<file path="src/rtl/sound_pkg.sv">
// Shared sound definitions: effect codes, note record and the effect table.
// Half-periods are in 25 MHz clock cycles; durations are in ms ticks.
package sound_pkg;

  typedef enum logic [1:0] {
    UI_PRESS    = 2'd0,
    NEXTLEVEL   = 2'd1,
    CRASH       = 2'd2,
    CELEBRATION = 2'd3
  } sound_e;

  // Duration is 9 bits so the 300 ms crash tail fits; 0 marks end of effect.
  typedef struct packed {
    logic [16:0] half_period;
    logic [8:0]  duration;
  } note_t;

  localparam logic [16:0] NOTE_REST = 17'd0;
  localparam logic [16:0] NOTE_C3   = 17'd95558;
  localparam logic [16:0] NOTE_G3   = 17'd63776;
  localparam logic [16:0] NOTE_C5   = 17'd23889;
  localparam logic [16:0] NOTE_E5   = 17'd18961;
  localparam logic [16:0] NOTE_G5   = 17'd15944;
  localparam logic [16:0] NOTE_C6   = 17'd11945;

  // Indexed by {effect, slot}.
  localparam note_t EFFECT_TABLE [16] = '{
    '{NOTE_C6,   9'd50},  '{NOTE_REST, 9'd0},   '{NOTE_REST, 9'd0},   '{NOTE_REST, 9'd0},
    '{NOTE_C5,   9'd100}, '{NOTE_E5,   9'd100}, '{NOTE_G5,   9'd100}, '{NOTE_REST, 9'd0},
    '{NOTE_G3,   9'd150}, '{NOTE_REST, 9'd50},  '{NOTE_C3,   9'd300}, '{NOTE_REST, 9'd0},
    '{NOTE_C5,   9'd120}, '{NOTE_E5,   9'd120}, '{NOTE_G5,   9'd120}, '{NOTE_C6,   9'd120}
  };

endpackage

</file>
<file path="src/rtl/sound_player_tone_gen.sv">
// Square-wave generator: toggles every half_period cycles while enabled.
// A latched half-period of 0 is a rest and never toggles.
module tone_gen (
  input  logic        clk,
  input  logic        reset,
  input  logic        load,
  input  logic        en,
  input  logic [16:0] half_period,
  output logic        tone
);

  logic [16:0] hp_q;
  logic [16:0] cnt;

  always_ff @(posedge clk or posedge reset) begin
    if (reset) begin
      hp_q <= '0;
      cnt  <= '0;
      tone <= 1'b0;
    end else if (load) begin
      hp_q <= half_period;
      cnt  <= half_period;
      tone <= 1'b0;
    end else if (en && hp_q != '0) begin
      if (cnt == 17'd1) begin
        cnt  <= hp_q;
        tone <= ~tone;
      end else begin
        cnt <= cnt - 17'd1;
      end
    end
  end

endmodule

</file>
<file path="src/rtl/sound_player.sv">
// Effect sequencer: walks the note slots of the selected effect, timing each
// note in ms ticks and driving the speaker from the tone generator.
module sound_player
  import sound_pkg::*;
#(
  parameter int TICK_DIV   = 25000,
  parameter int TONE_SHIFT = 0
) (
  input  logic       clk,
  input  logic       reset,
  input  logic       playsound,
  input  logic [1:0] soundselector,
  input  logic       mute,
  output logic       speaker,
  output logic       busy,
  output logic       done,
  output logic [1:0] note_index
);

  localparam int PW = (TICK_DIV > 1) ? $clog2(TICK_DIV) : 1;
  localparam logic [PW-1:0] PRESC_MAX = PW'(TICK_DIV - 1);

  typedef enum logic [1:0] {IDLE, LOAD, PLAY} state_e;

  state_e        state;
  sound_e        sel;
  logic [1:0]    idx;
  logic [PW-1:0] presc;
  logic [8:0]    dur;
  note_t         note;
  logic [16:0]   hp_shift;
  logic [16:0]   hp_eff;
  logic          tone;

  assign note     = EFFECT_TABLE[{sel, idx}];
  assign hp_shift = note.half_period >> TONE_SHIFT;

  // A real note shifted down to 0 must still sound, so clamp it to 1.
  always_comb begin
    hp_eff = hp_shift;
    if (note.half_period != '0 && hp_shift == '0) hp_eff = 17'd1;
  end

  tone_gen u_tone (
    .clk         (clk),
    .reset       (reset),
    .load        (state == LOAD),
    .en          (state == PLAY),
    .half_period (hp_eff),
    .tone        (tone)
  );

  always_ff @(posedge clk or posedge reset) begin
    if (reset) begin
      state <= IDLE;
      sel   <= UI_PRESS;
      idx   <= 2'd0;
      presc <= '0;
      dur   <= '0;
      done  <= 1'b0;
    end else begin
      done <= 1'b0;
      // A new request wins over everything, including natural completion.
      if (playsound) begin
        state <= LOAD;
        sel   <= sound_e'(soundselector);
        idx   <= 2'd0;
      end else begin
        case (state)
          LOAD: begin
            if (note.duration == '0) begin
              state <= IDLE;
              done  <= 1'b1;
            end else begin
              dur   <= note.duration;
              presc <= '0;
              state <= PLAY;
            end
          end
          PLAY: begin
            if (presc == PRESC_MAX) begin
              presc <= '0;
              dur   <= dur - 9'd1;
              if (dur == 9'd1) begin
                if (idx == 2'd3) begin
                  state <= IDLE;
                  done  <= 1'b1;
                end else begin
                  idx   <= idx + 2'd1;
                  state <= LOAD;
                end
              end
            end else begin
              presc <= presc + PW'(1);
            end
          end
          default: ;
        endcase
      end
    end
  end

  assign busy       = (state != IDLE);
  assign note_index = idx;
  assign speaker    = tone & ~mute & (state == PLAY);

endmodule

</file>
<file path="config.mk">
export PLATFORM = sky130hd
export DESIGN_NAME = sound_player
export DESIGN_NICKNAME = d
export VERILOG_FILES = /design/src/rtl/sound_pkg.sv /design/src/rtl/sound_player_tone_gen.sv /design/src/rtl/sound_player.sv
export SDC_FILE = /design/constraint.sdc
export NUM_CORES = 1
export LEC_CHECK = 0
export ABC_CLOCK_PERIOD_IN_PS = 2900
export CORE_ASPECT_RATIO = 0.8
export CORE_MARGIN = 8
export CORE_UTILIZATION = 62
export DETAILED_ROUTE_END_ITERATION = 10
export GPL_TIMING_DRIVEN = 0
export PLACE_DENSITY = 0.86
export SLEW_MARGIN = 20
export SYNTH_ARGS = -nofsm -noshare
export SYNTH_HDL_FRONTEND = slang
export SYNTH_SLANG_ARGS = --single-unit
</file>
<file path="constraint.sdc">
create_clock -name clk -period 2.9 [get_ports clk]
set_input_delay 0.29 -clock clk [delete_from_list [all_inputs] [get_ports clk]]
set_output_delay 0.29 -clock clk [all_outputs]
set_load 0.01 [all_outputs]
</file>
==> results.py <==
metrics = {
    "placement": {
        "routabilityCongestion": 0.965,
        "port_buffers": 9,
        "dp_hpwl_um": 7750,
        "placed_cell_area_mm2": 0.00426,
        "dp_slack_ps": 210,
    },
    "floorplanning": {
        "rows": 26,
        "dieArea_mm2": 0.00937,
        "die_y_um": 88.2,
        "io_pins": 11,
        "die_w_um": 106,
        "fp.coreArea_mm2": 0.00634,
        "start_util": 0.636,
    },
    "routing": {
        "viasPerCell": 6.79,
        "wirelength_um": 11000,
        "first_pass_iters": 5,
        "drt_iter0_drc": 530,
        "drtAntennaViolNets": 0,
        "drc": 0,
        "vias": 3929,
        "post_drt_wl_per_cell_um": 18.9,
    },
    "global_route": {
        "grt_util_met3": 0.0529,
        "busiest_layer": "met2",
        "grt_pass1_vias": 3557,
        "grt_pass1_wl_um": 18000,
        "use_met1": 0.331,
        "grt_max_degree": 36,
        "grtUsageTotal": 0.243,
        "antenna_found_initial": 0,
        "grt_overflow_total": 0,
        "grt.met2_usage": 0.371,
    },
    "worst_hold_path": {
        "hp-class": "primary input to flop",
        "min_from": "playsound",
    },
    "finish": {
        "fin_nets": 509,
        "final_cell_area_mm2": 0.00447,
        "drive_above_1_share": 0.0848,
        "syn_to_final_growth_pct": 10.8,
        "n_antenna_cell": 0,
    },
    "worst_setup_path": {
        "r2r_start": "note_index[0]",
        "path_max_fanout": 10,
        "cp_data_required_time_ps": 3180,
        "cp-start-kind": "flop",
        "cp-end-kind": "flop",
        "crit_start": "note_index[0]",
        "worstSetupPathType": "flop to flop",
        "crit_arrival_ps": 2960,
    },
    "synth": {
        "synth_most_common_cell": "dfrtp_1",
        "netlist_area_mm2": 0.00404,
        "async_flop_share": 1.00,
        "syn_avg_cell_area_um2": 8.61,
        "synth_top_area_share": 0.397,
        "synth_flop_cell": "dfrtp_1",
        "synth_seq_area_share": 0.397,
        "ys_ff_latch": 64,
        "synthDistinctLibCells": 69,
        "syn_inst": 469,
        "syn-num-nets": 488,
        "synth_area_leaders": "dfrtp_1, o21ai_0, a21oi_1, ha_1, nand2_1",
        "synth_commonest_cells": "dfrtp_1, o21ai_0, nand2_1",
        "synth_edf_count": 0,
        "synth_warnings": 0,
        "synth_top_area_cell": "dfrtp_1",
    },
    "clocking": {
        "cts_tree": "yes",
        "clockBufferDepth": 2,
        "ctsHoldBuffers": 0,
        "postCtsSetupBuffers": 0,
        "cts_root_buf": "clkbuf_8",
        "clk_latency_ps": 360,
        "htreeDepth": 3,
        "numClockSinks": 64,
        "numCtsBuffers": 9,
        "cts.repair.resized": 0,
        "clk_pin_slew_ps": 70,
    },
    "sta": {
        "skew_ps": 6.50,
        "worst_pin_slew_ps": 970,
        "fin_tns_setup_ps": 0,
        "finalHoldViolations": 0,
        "max_freq_mhz": 374,
        "grt_setup_unrepaired": "false",
        "relSlewSlack": 0.352,
        "worst_slack_ps": 227,
        "min_period_ps": 2670,
        "setup_viol": 0,
        "min_period_over_period": 0.922,
        "finalMaxSlewViolations": 0,
    },
    "run_status": {
        "status": "finished clean",
    },
    "power": {
        "leakagePower_nw": 1.80,
        "ir_worst_vdd_mv": 0.580,
        "p_total_mw": 3.96,
        "power-per-cell-area_mw_per_mm2": 885,
    },
    "run": {
        "cap_violations": 0,
    },
}
==> cells in the final DEF, fill, tap and decap left out, types with 5 or more instances in the layout <==
cell type        Yosys  layout
o21ai_0             46      46
dfrtp_1             64      63
buf_2                9       9
nand2_1             38      38
a31oi_1              5       5
nor2_1              35      35
nor3_1              12      12
o211ai_1             5       5
o31ai_1             12      12
nand2b_1             9       9
nand3_1             24      24
clkbuf_1            10      11
or3_1                6       6
a21oi_1             35      35
or4_1                7       7
ha_1                13      13
a21o_1               7       7
inv_1               29      28
xnor2_1              6       6
clkdlybuf4s50_1      0       9
clkbuf_8             0      13
nand4_1              5       5
nor4_1              11      11
==> final timing paths <==
check | end | slack (ps) | cells past startpoint
max reg2reg | presc[14] | 230 | 9
min reg2reg | presc[13] | 500 | 1
min | note_index[0] | 120 | 2
max | presc[14] | 230 | 9
min in group asynchronous | presc[3] | 270 | 2
max in group asynchronous | u_tone.hp_q[7] | 2100 | 3
==> stage by stage <==
step | hold slack, ps | cells | util
after global routing | 124 | 579 | 0.705
after global placement | 484 | 562 | 0.667
after floorplan | 407 | 469 | -
final | 116 | 579 | 0.705
after detailed placement | 493 | 563 | 0.671
after CTS | 115 | 579 | 0.705
==> routing by layer <==
metal,vias to the layer above,share of wire
met5,-,0
met4,0,0.018
li1,1774,-
met2,257,0.45
met3,26,0.092
met1,1872,0.44
==> layout make-up <==
| type | count | area, um2 |
|---|---|---|
| inverter | 30 | 115 |
| clock inverter | 2 | 35.0 |
| timing repair buffer | 10 | 110 |
| clock buffer | 14 | 183 |
| multi-input combinational | 349 | 2190 |
| buffer | 26 | 129 |
| fill | 474 | 1870 |
| sequential | 64 | 1600 |
| tap | 84 | 105 |
==> sequential cells by signal, indices dropped and copies added (netlist names) <==
register     count
dur              9
u_tone.tone      1
u_tone.hp_q     15
presc           15
sel              2
done             1
note_index       2
state            2
u_tone.cnt      17
==> critical path: stages, from the launching register on <==
cell	delay [ps]
dfrtp_1	530
inv_1	130
ha_1	380
or3b_1	430
nor3_4	300
or3_1	150
buf_2	170
buf_2	230
o31ai_1	110
a21oi_1	140
==> power breakdown <==
| group | internal, mW | switching [mW] |
|---|---|---|
| clock network | 0.490 | 0.351 |
| logic | 0.583 | 1.01 |
| registers | 1.18 | 0.344 |
==> logic make-up after synthesis <==
kind of cell | synth area share
compound gates | 0.230
fa+ha+maj | 0.0403
mux | 0.0155
xor+xnor | 0.0174
buf+inv | 0.0598
flops | 0.397
simple gates | 0.240
(Power assumes the default switching activity.)
